`src/rtl/s_u_seqdiv8.sv`:
```
// rtl/s_u_seqdiv8.sv - sequential unsigned restoring divider, 2N/N bits, one quotient bit per cycle
// Low K dividend bits may be truncated so products from the truncated multipliers can be divided back.
module s_u_seqdiv8 #(
  parameter int N = 8,
  parameter int K = 0
) (
  input  logic           clk,
  input  logic           rst_n,
  input  logic           in_valid,
  output logic           in_ready,
  input  logic [2*N-1:0] a,
  input  logic [N-1:0]   b,
  output logic           out_valid,
  input  logic           out_ready,
  output logic [N-1:0]   q,
  output logic [N-1:0]   r,
  output logic           ovf,
  output logic           dbz
);

  localparam int CW = (N > 1) ? $clog2(N) : 1;

  typedef enum logic [1:0] {IDLE, CALC, DONE} state_t;

  state_t         state, state_nxt;
  logic [2*N-1:0] am;
  logic [N-1:0]   pr;
  logic [N-1:0]   qr;
  logic [N-1:0]   br;
  logic [CW-1:0]  cnt;
  logic [N:0]     t;
  logic [N-1:0]   diff;
  logic           t_ge;
  logic           last;
  logic           special;

  assign am = (a >> K) << K;

  // PR < b holds at every iteration start, so PR fits N bits and T - b fits N bits.
  assign t       = {pr, qr[N-1]};
  assign t_ge    = (t >= {1'b0, br});
  assign diff    = t[N-1:0] - br;
  assign last    = (cnt == CW'(N - 1));
  assign special = (b == '0) || (am[2*N-1:N] >= b);

  assign in_ready  = (state == IDLE);
  assign out_valid = (state == DONE);

  always_comb begin
    state_nxt = state;
    case (state)
      IDLE:    if (in_valid) state_nxt = special ? DONE : CALC;
      CALC:    if (last) state_nxt = DONE;
      DONE:    if (out_ready) state_nxt = IDLE;
      default: state_nxt = IDLE;
    endcase
  end

  always_ff @(posedge clk) begin
    if (!rst_n) begin
      state <= IDLE;
      pr    <= '0;
      qr    <= '0;
      br    <= '0;
      cnt   <= '0;
      q     <= '0;
      r     <= '0;
      ovf   <= 1'b0;
      dbz   <= 1'b0;
    end else begin
      state <= state_nxt;
      case (state)
        IDLE: begin
          if (in_valid) begin
            if (b == '0) begin
              dbz <= 1'b1;
              ovf <= 1'b0;
              q   <= '1;
              r   <= am[N-1:0];
            end else if (am[2*N-1:N] >= b) begin
              dbz <= 1'b0;
              ovf <= 1'b1;
              q   <= '1;
              r   <= am[N-1:0];
            end else begin
              pr  <= am[2*N-1:N];
              qr  <= am[N-1:0];
              br  <= b;
              cnt <= '0;
              ovf <= 1'b0;
              dbz <= 1'b0;
            end
          end
        end
        CALC: begin
          pr  <= t_ge ? diff : t[N-1:0];
          qr  <= {qr[N-2:0], t_ge};
          cnt <= cnt + 1'b1;
          if (last) begin
            q <= {qr[N-2:0], t_ge};
            r <= t_ge ? diff : t[N-1:0];
          end
        end
        default: ;
      endcase
    end
  end

endmodule

```
`config.mk`:
```
export PLATFORM = sky130hd
export DESIGN_NAME = s_u_seqdiv8
export DESIGN_NICKNAME = d
export VERILOG_FILES = /design/src/rtl/s_u_seqdiv8.sv
export SDC_FILE = /design/constraint.sdc
export NUM_CORES = 1
export LEC_CHECK = 0
export CORE_ASPECT_RATIO = 2
export CORE_MARGIN = 5
export CORE_UTILIZATION = 57
export DETAILED_ROUTE_END_ITERATION = 10
export PLACE_DENSITY = 0.86
export SYNTH_ARGS = -nofsm -noshare
export SYNTH_HDL_FRONTEND = slang
export SYNTH_SLANG_ARGS = --single-unit
```
`constraint.sdc`:
```
create_clock -name clk -period 3.1 [get_ports clk]
set_input_delay 0.465 -clock clk [delete_from_list [all_inputs] [get_ports clk]]
set_output_delay 0.465 -clock clk [all_outputs]
set_load 0.1 [all_outputs]
```
==> results.ini <==
[run_status]
status = finished clean

[setup_path]
cp_slowest_cell = o211a_1
path_max_fanout = 25
crit_buf_inv = 2
crit_family = compound AO/OA/AOI/OAI gates
critical_path_arrival_ps = 2800
path_cells = clkdlybuf4s50_1, inv_1, ha_1, or3b_1, o2111ai_1, a21oi_2, o211a_1, o21ai_0, a21oi_1
cp-start-kind = input port
end_kind = flop
required_ps = 3260
max_stage_delay_ps = 520
critical_path_class = in -> reg

[yosys]
synth_seq_cells = 47
synth_top_cell_area_share = 0.3547
yosys.area.top_type = dfxtp_1
synthesis.area_mm2 = 0.002653
ys_types = 41
syn_nets = 371
synth_area_leaders = dfxtp_1, ha_1, nor2_1, nand2_1, inv_1
syn_inst = 324
syn_avg_cell_area_um2 = 8.187
ys_seq_area_frac = 0.3547
yosysWarnings = 0

[timing]
skew_ps = 9.588
finalCritPeriodShare = 0.8499
max_freq_ghz = 0.3795
slew_headroom = 0.3074
rsz0062_at_grt = false
max_slew.worst_pin.slew_ps = 1038
whs_ps = 472.6
setup_violations = 0
fin_tns_setup_ps = 0
min_period_ps = 2635
maxSlewViolCount = 0
finalHoldViolCount = 0

[power_and_ir_drop]
power_frac_comb = 0.443
clockPowerShare = 0.196
p_leak_nw = 1.356
internal_power_w = 0.001162
swShare = 0.4245
power_density_mw_per_mm2 = 626.1
power_switching_w = 0.0008573
power_frac_seq = 0.361
peakVddDrop_mv = 0.3790

[floorplan]
initial_core_util = 0.5824
die_area_mm2 = 0.006200
rows = 35
core_area_mm2 = 0.004554
die_h_um = 106.5
die_w_um = 58.24
io_pins = 48

[placement]
place_congestion = 0.9334
numPortBuffers = 47
dpl.hpwl_mm = 5.118

[cts]
clkSinkCount = 47
clk_latency_ps = 300
cts_setup_buffers = 0
clock_path_buffers = 2
htree_num_levels = 2
post_cts_resized = 0
cts_tree = built
clkSlewWorstSetupHoldPaths_ps = 90
cts-hold-fix-buffers = 0
cts_root_buf = clkbuf_8
numCtsBuffers = 5

[drt]
firstDrtPassIters = 4
avgRoutedWirePerCell_um = 15.75
drt_iter0_drc = 43
drc = 0
ant_nets = 0
num_vias = 2444
finalWirelength_mm = 6.661
vias_per_cell = 5.778

[global_routing]
grt_pass1_wl_mm = 10.70
grt_pass1_vias = 2388
grt_remaining_overflow = 0
antenna_found_initial = 0
grt_usage = 0.2200
grt_max_degree = 35

[layout]
drive_gt1_frac = 0.1332
syn_to_final_growth_pct = 21.60
antenna_cells = 0
fillers = 396
nets = 414

[run]
max-cap-violations = 0

[worst_hold_path]
hold_class = reg -> reg

==> state kept, by name, summed over array words and instances (netlist names) <==
signal and flops:
br 8, q 8, qr 8, cnt 3, state 2, dbz 1
ovf 1, r 8, pr 8
==> layout by cell type, fill, tap and decap left out, types with 11 or more instances in the layout <==
master	instances
a21oi_1	13
dfxtp_1	47
o21ai_0	18
a211oi_1	11
inv_1	25
clkdlybuf4s50_1	27
nand2_1	38
ha_1	18
nor2_1	51
buf_4	27
==> Yosys cell counts (all sizes together) <==
library cell / number
or3b: 1
o311a: 2
ha: 18
a211oi: 11
nand2: 38
nor4: 2
o221ai: 1
fa: 1
o31a: 1
a311oi: 8
o21a: 2
a21oi: 14
a31oi: 7
clkbuf: 13
xor2: 2
or2: 3
o2111ai: 5
o211ai: 9
mux2: 2
nor2b: 4
nor3: 1
dfxtp: 47
xnor2: 3
o41ai: 4
inv: 25
o211a: 2
nand3b: 1
a211o: 1
o21ai: 18
o22ai: 4
buf: 6
nand3: 3
and2: 4
a21o: 1
nor2: 51
mux2i: 9
==> final cells by class <==
| cell class | instances | area, um2 | share of cell area |
|---|---|---|---|
| Tap cell | 55 | 68.82 | 0.02133 |
| Timing Repair Buffer | 55 | 493.0 | 0.1528 |
| Multi-Input combinational cell | 233 | 1530 | 0.4744 |
| Inverter | 25 | 93.84 | 0.02909 |
| Clock buffer | 6 | 82.58 | 0.02560 |
| Clock inverter | 2 | 16.27 | 0.005043 |
| Sequential cell | 47 | 940.9 | 0.2917 |
==> cell families (layout without fill, tap and decap cells) <==
logic type                 Yosys count  count (layout)  share of synthesized area
AOI/OAI and AO/OA                   90              90                     0.2552
xor gates and xnor gates             5               5                    0.01651
adders and majority gates           19              19                    0.09245
buffers and inverters               44              88                    0.06840
DFF                                 47              47                     0.3547
muxes                               11              11                    0.04245
and+or+nand+nor                    108             108                     0.1703
==> path summary, 6_finish.rpt <==
kind | from | end | slack, ps | cells after the start
max | a[8] | r[5]$_SDFFE_PN0P_ | 470 | 9
min | ovf$_SDFFE_PN0P_ | ovf$_SDFFE_PN0P_ | 470 | 2
max reg2reg | qr[7]$_SDFFE_PN0P_ | r[6]$_SDFFE_PN0P_ | 730 | 9
min reg2reg | ovf$_SDFFE_PN0P_ | ovf$_SDFFE_PN0P_ | 470 | 2
==> through the flow <==
stage | cells | setup slack (ps) | total power [W] | cell area, um2 | util
after floorplan | 324 | 316.2 | 0.001410 | 2653 | -
after global placement | 415 | 219.4 | 0.001605 | 3127 | 0.6865
after detailed placement | 415 | 178.0 | 0.001629 | 3127 | 0.6865
after CTS | 423 | 492.5 | 0.002024 | 3226 | 0.7082
after global routing | 423 | 283.6 | 0.002129 | 3226 | 0.7082
final | 423 | 465.3 | 0.002019 | 3226 | 0.7082
==> power by group through the flow <==
stage / clock network, W / registers (W) / logic (W)
finish: 0.000397 / 0.000728 / 0.000895
global route: 0.000428 / 0.000739 / 0.000962
floorplan: 0 / 0.000917 / 0.000493
detailed placement: 0 / 0.000742 / 0.000886
CTS: 0.000404 / 0.000729 / 0.000891
global placement: 0 / 0.000740 / 0.000865
==> worst min-delay path: stages, from the launching register on <==
cell and delay, ps:
dfxtp_1 330, nand2_1 60, a21oi_1 50
==> routing by layer <==
metal,up-vias,part of all wire,GRT usage
li1,1234,-,-
met1,1141,0.38,0.2283
met2,52,0.54,0.4110
met3,17,0.035,0.02309
met4,0,0.039,0.1177
met5,-,0,0
Power figures use the tool's default switching activity.
